`src/rtl/rho_pi_permuter.sv`:
```
// Slice-serial Keccak rho/pi permuter: buffers SLICES 25-bit slices, then streams
// the permuted state back out one slice per cycle.
module rho_pi_permuter #(
    parameter int SLICES = 64,
    parameter int CW     = 6
) (
    input  logic        clk,
    input  logic        rst,
    input  logic        start,
    input  logic [1:0]  mode,
    input  logic [24:0] in,
    output logic        read,
    output logic        ready,
    output logic [24:0] out,
    output logic        busy
);
    typedef enum logic [1:0] {IDLE, LOAD, OUT} state_e;

    // Keccak rotation offsets, indexed by lane number x+5y.
    localparam int RHO_OFF [25] = '{ 0,  1, 62, 28, 27,
                                    36, 44,  6, 55, 20,
                                     3, 10, 43, 25, 39,
                                    41, 45, 15, 21,  8,
                                    18,  2, 61, 56, 14};
    localparam logic [CW-1:0] LAST = CW'(SLICES - 1);

    state_e          state_q, state_d;
    logic [CW-1:0]   cnt_q, cnt_d;
    logic [1:0]      mode_q, mode_d;
    logic [24:0]     buf_q [SLICES];
    logic [24:0]     result;

    // NOTE: every output of this block gets a default first, so no path leaves
    // a variable unassigned and no latch is inferred.
    always_comb begin
        state_d = state_q;
        cnt_d   = cnt_q;
        mode_d  = mode_q;
        unique case (state_q)
            IDLE: begin
                if (start) begin
                    state_d = LOAD;
                    cnt_d   = '0;
                    mode_d  = mode;
                end
            end
            LOAD: begin
                cnt_d = cnt_q + 1'b1;
                if (cnt_q == LAST) state_d = OUT;
            end
            OUT: begin
                cnt_d = cnt_q + 1'b1;
                if (cnt_q == LAST) state_d = IDLE;
            end
            default: state_d = IDLE;
        endcase
    end

    // NOTE: sequential state uses non-blocking assignments so every register
    // samples the pre-edge values regardless of statement order.
    always_ff @(posedge clk or negedge rst) begin
        if (!rst) begin
            state_q <= IDLE;
            cnt_q   <= '0;
            mode_q  <= 2'b00;
        end else begin
            state_q <= state_d;
            cnt_q   <= cnt_d;
            mode_q  <= mode_d;
        end
    end

    // NOTE: the slice buffer is deliberately not reset; it is always fully
    // rewritten in LOAD before OUT can expose any entry.
    always_ff @(posedge clk) begin
        if (state_q == LOAD) buf_q[cnt_q] <= in;
    end

    // Each result lane reads its pi source lane from the slice rotated back by
    // that source lane's rho offset; CW-bit subtraction gives the mod-SLICES wrap.
    for (genvar y = 0; y < 5; y++) begin : g_y
        for (genvar x = 0; x < 5; x++) begin : g_x
            localparam int            ID_SRC = x + 5 * y;
            localparam int            PI_SRC = ((x + 3 * y) % 5) + 5 * x;
            localparam logic [CW-1:0] ROT_ID = CW'(RHO_OFF[ID_SRC]);
            localparam logic [CW-1:0] ROT_PI = CW'(RHO_OFF[PI_SRC]);

            logic [CW-1:0] rot;
            logic [CW-1:0] addr;

            assign rot  = mode_q[1] ? (mode_q[0] ? ROT_PI : ROT_ID) : '0;
            assign addr = cnt_q - rot;
            assign result[ID_SRC] = mode_q[0] ? buf_q[addr][PI_SRC] : buf_q[addr][ID_SRC];
        end
    end

    assign read  = (state_q == LOAD);
    assign ready = (state_q == OUT);
    assign busy  = (state_q != IDLE);
    assign out   = ready ? result : '0;

endmodule

```
`config.mk`:
```
export PLATFORM = sky130hd
export DESIGN_NAME = rho_pi_permuter
export DESIGN_NICKNAME = d
export VERILOG_FILES = /design/src/rtl/rho_pi_permuter.sv
export SDC_FILE = /design/constraint.sdc
export NUM_CORES = 2
export LEC_CHECK = 0
export CORE_UTILIZATION = 55
export DETAILED_ROUTE_END_ITERATION = 16
export GPL_ROUTABILITY_DRIVEN = 1
export MAX_ROUTING_LAYER = met4
export PLACE_DENSITY = 0.81
export SYNTH_ARGS = -nofsm -noshare
export SYNTH_HDL_FRONTEND = slang
export SYNTH_SLANG_ARGS = --single-unit
```
`constraint.sdc`:
```
create_clock -name clk -period 13 [get_ports clk]
set_input_delay 2.6 -clock clk [delete_from_list [all_inputs] [get_ports clk]]
set_output_delay 2.6 -clock clk [all_outputs]
set_load 0.005 [all_outputs]
```
# Word-level counts from Yosys, hierarchy flattened
# Memories as Yosys holds them, arrays and structs flattened.
# Index checks and enable logic that the tools add are counted.
# op_classes
n_addsub	25
n_eq_ne	6
reduce_logical	7
mux	81
# ops
cell	n
$mux 6	26
$sub 6x6->6	15
$mux 5	11
$mux 4	7
$mux 1	26
$mux 25	1
$sub 6x5->6	4
$sub 6x4->6	3
$pmux 6 s2	1
$mux 2	5
$mux 3	3
$add 6x1->6 const B	1
$eq 6x6->1 const B	1
$pmux 2 s3	1
$sub 6x2->6	1
$sub 6x3->6	1
$ne 2x1->1 const B	2
$reduce_and 2->1	2
$reduce_bool 2->1	2
$reduce_and 3->1	1
$eq 2x1->1 const B	1
$eq 2x2->1 const B	1
$logic_not 2->1	1
$ne 2x2->1 const B	1
$reduce_or 2->1	1
# word_totals
ramBits	1600
wordCells	123
input_bits	30
ff_bits	10
memories	1
# memory_table
name	words	width	read_ports	rd_clocked_by_memory_dff	write_ports	line_no	text
buf_q	64	25	25	0	1	30	logic [24:0] buf_q [SLICES];

# Depth between registers and ports, before layout
# An unclocked memory read counts as a cell.
# depth
depth_word	6
depth_mapped	17
depth_no_buf	13

# Worst setup path before layout
# OpenSTA, ideal clock, no wires.
# synth_timing
kind	reg-to-output
from	reg cnt_q[1]
to	out out[11]
slack_ns	5.803
stages_incl_launch_ff	16
arrival_ns	4.597
path_cell_list	dfrtp_1 inv_2 buf_1 buf_2 buf_1 ha_1 inv_1 fa_1 a211oi_1 xnor2_1 buf_2 mux2i_1 mux2i_1 mux4_2 mux2i_1 nor2_1
# synth_via
elab_chain_cells	4
# synth_lines
item	line_no	text
start: declaration	28	logic [CW-1:0] cnt_q, cnt_d;
start signal: assignment	68	cnt_q <= cnt_d;
$sub 6x4->6	92	assign addr = cnt_q - rot;
$mem_v2 64x25	--	
$mux 1	93	assign result[ID_SRC] = mode_q[0] ? buf_q[addr][PI_SRC] : buf_q[addr][ID_SRC];
$mux 25	100	assign out = ready ? result : '0;
end: declaration	14	output logic [24:0] out,
# No other way between the ends.

# Worst setup path in the final report
# layout_timing
from	reg cnt_q[0]
to	out out[20]
# layout_via
elab_chain_cells	4
# layout_lines
item	line_no
$sub 6x6->6	92
$mem_v2 64x25	--
$mux 1	93
$mux 25	100
# No other way between the ends.

==> impl_metrics.tcl <==
set metrics [dict create \
    timing.final.crit_share_pct 78.1 \
    yosys.area.top_type "edfxtp_1" \
    fin_crit_ns 10.15 \
    crit_end "out[20]" \
    startpoint_type "flop" \
    grt_use_total_pct 38.0 \
    p_per_area_nw_per_um2 122 \
    crit_type "flop to primary output" \
    io_buffer_count 57 \
    slew_headroom_pct -3.18 \
    synth-seq-area-share_pct 61.6 \
    synth_cell_type_count 91 \
    ios 58 \
    drc 0 \
    postRouteAntennaNets 0 \
    wl_per_cell_um 42.3 \
    critPathCaptureType "primary output" \
    post-cts-setup-buffers 0 \
    antenna_found_initial 13 \
    skew_ns 0.0352 \
    crit_fanout 72 \
    arrival_ns 7.55 \
    core_sq_um 142000 \
    synthTopCellsByArea "edfxtp_1, mux4_2, mux2i_1, nor2_1, nand2_1" \
    status "complete, but fails checks" \
    grt_max_degree 120 \
    setup_tns_ns 0 \
    max-vdd-ir-drop_uv 121 \
    overflow 0 \
    clock.fmax_ghz 0.0985 \
    ys.flop_type "edfxtp_1" \
    worstMarginPinSlew_ns 1.54 \
    die_x_um 380 \
    rr_worst_depth 5 \
    instances_no_fill 6279 \
    synthCells 4155 \
    rsz0062_at_grt "no" \
    final_nets 4308 \
    max_cap_viol_count 1 \
    clockBufferDepth 3 \
    layout_commonest_cell "edfxtp_1" \
    slew_violations 5 \
    timing.rr.end "buf_q[5][6]$_DFFE_PP_" \
    grt_pass1_wl_mm 368 \
    syn_nets 4221 \
    dp_cells 5968 \
    avgSynthCellArea_sq_um 18.9 \
    start_util_pct 55.4 \
    nFillCells 9511 \
    postLayoutCoreUtil_pct 61.6 \
    r2r_slack_ns 7.08 \
    root_buffer "clkbuf_16" \
    ctsHtreeMaxLevel 4 \
    grt_pass1_vias 47800 \
    drt_iter0_drc 10000 \
    finalSetupViolCount 0 \
    leakagePower_uw 0.0277 \
    cts_buffers 162 \
    viasPerCell 7.90 \
    area_growth_pct 11.2 \
    violations "max-capacitance violations, max-slew violations" \
    yosysWarnings 0 \
    layout_common_cells "edfxtp_1, mux4_2, mux2i_1" \
    clkLatencyLatePin_ns 0.84 \
    drt_wl_total_mm 265 \
    firstDrtPassIters 8 \
    place_congestion 0.997 \
    clock-sinks 1610 \
    ys_async_sr_fraction_pct 0.621 \
    cp-startpoint "cnt_q[0]$_DFFE_PN0P_" \
    cts_resized 0 \
    rows 138 \
    r2r-start "cnt_q[0]$_DFFE_PN0P_" \
    crit_required_ns 10.40 \
    hold_buffers 0 \
    synth_edf_count 1600 \
    die_h_um 380 \
    dpl.hpwl_mm 153 \
    layout-drive-gt1-share_pct 32.1 \
    p_total_uw 10600 \
    dieArea_sq_um 144000 \
    finalHoldViolCount 0 \
    synth_area_sq_um 78400 \
    synth_seq_cells 1610 \
    hold_class "flop to flop" \
    clk_pin_slew_ns 0.07 \
    yosysTopAreaCellShare_pct 61.3 \
    vias 49600 \
    cts_tree "yes" \
]
registers in the layout (all words and copies together), names as in the netlist:
register	flops
cnt_q	6
mode_q	2
state_q	2
buf_q	1600
cells in the mapped netlist, types with 6 or more instances:
cell       count
a211oi_1      27
or3_1         10
clkbuf_1     114
mux2_2        28
nand2b_1      12
and2_1         9
a311oi_1      14
a31oi_1       10
fa_1           9
o21bai_1       8
and3_1         9
mux4_2       816
buf_6         16
o21a_1         6
nor3_1        40
a21o_1        14
o211ai_1      18
nand4_1       18
nor2b_1       39
nor4_1         6
a221oi_1      57
o21ai_0       70
nand2_1      168
a22oi_1       18
buf_4         33
xnor2_1       51
o2111ai_1      7
inv_1         22
o22ai_1        6
nor2_1       186
edfxtp_1    1600
buf_2         93
mux2i_1      264
dfrtp_1       10
xor2_1        34
o311ai_0       8
nand3_1       51
a21oi_1       77
o31ai_1       13
buf_1         33
a311o_1        6
ha_1          27
per-layer routing:
| layer | share of wire (%) | global-route usage, % |
|---|---|---|
| met3 | 18 | 15.8 |
| met5 | 0 | - |
| met2 | 42 | 51.3 |
| met4 | 8.3 | 25.0 |
| met1 | 31 | 47.0 |
area by class of cell:
cell class                 count  area, sq um  area share, %
clock inverter               103         1190           1.37
antenna                       15         37.5         0.0430
tap                         1890         2360           2.71
timing repair buffer         217         1700           1.95
clock buffer                 193         4230           4.85
sequential                  1610        48300           55.4
multi-input combinational   2222        29200           33.5
inverter                      29          116          0.133
power breakdown:
| group | internal (uW) | switching (uW) |
|---|---|---|
| combinational | 6.05 | 68.4 |
| clock | 2750 | 2110 |
| sequential | 5710 | 0 |
worst max-delay path, stage by stage (launching register included):
cell	delay (ns)
dfrtp_4	1.01
buf_4	0.80
buf_4	0.72
buf_4	0.85
buf_4	0.78
mux4_2	0.59
mux4_2	0.48
mux2i_1	0.37
mux4_2	0.38
nor2_1	0.09
clkdlybuf4s50_1	0.52
how the worst min path moves through the flow:
stage	start	to	slack, ns	depth (start not counted)
floorplan	state_q[1]$_DFFE_PN0P_	state_q[1]$_DFFE_PN0P_	0.51	1
global placement	state_q[1]$_DFFE_PN0P_	state_q[1]$_DFFE_PN0P_	0.52	1
detailed placement	state_q[1]$_DFFE_PN0P_	state_q[1]$_DFFE_PN0P_	0.53	1
CTS	state_q[1]$_DFFE_PN0P_	state_q[1]$_DFFE_PN0P_	0.54	1
global route	state_q[1]$_DFFE_PN0P_	state_q[1]$_DFFE_PN0P_	0.55	1
finish	state_q[1]$_DFFE_PN0P_	state_q[1]$_DFFE_PN0P_	0.54	1
cell families after synthesis:
kind of cell | count (synthesis) | synth area share (%)
simple gates | 565 | 3.31
compound gates | 413 | 3.76
mux | 1111 | 27.3
flops | 1610 | 61.6
xor+xnor | 97 | 1.28
buf+inv | 323 | 2.11
fa+ha+maj | 36 | 0.660
through the flow:
stage               hold WS (ns)  setup slack [ns]  area [sq um]
global route               0.550              2.51         87200
global placement           0.518              3.79         81700
finish                     0.544              2.85         87200
floorplan                  0.507              5.80         78400
CTS                        0.539              2.84         87200
detailed placement         0.525              3.78         81700
No activity file was read; power rests on OpenSTA's default activity.
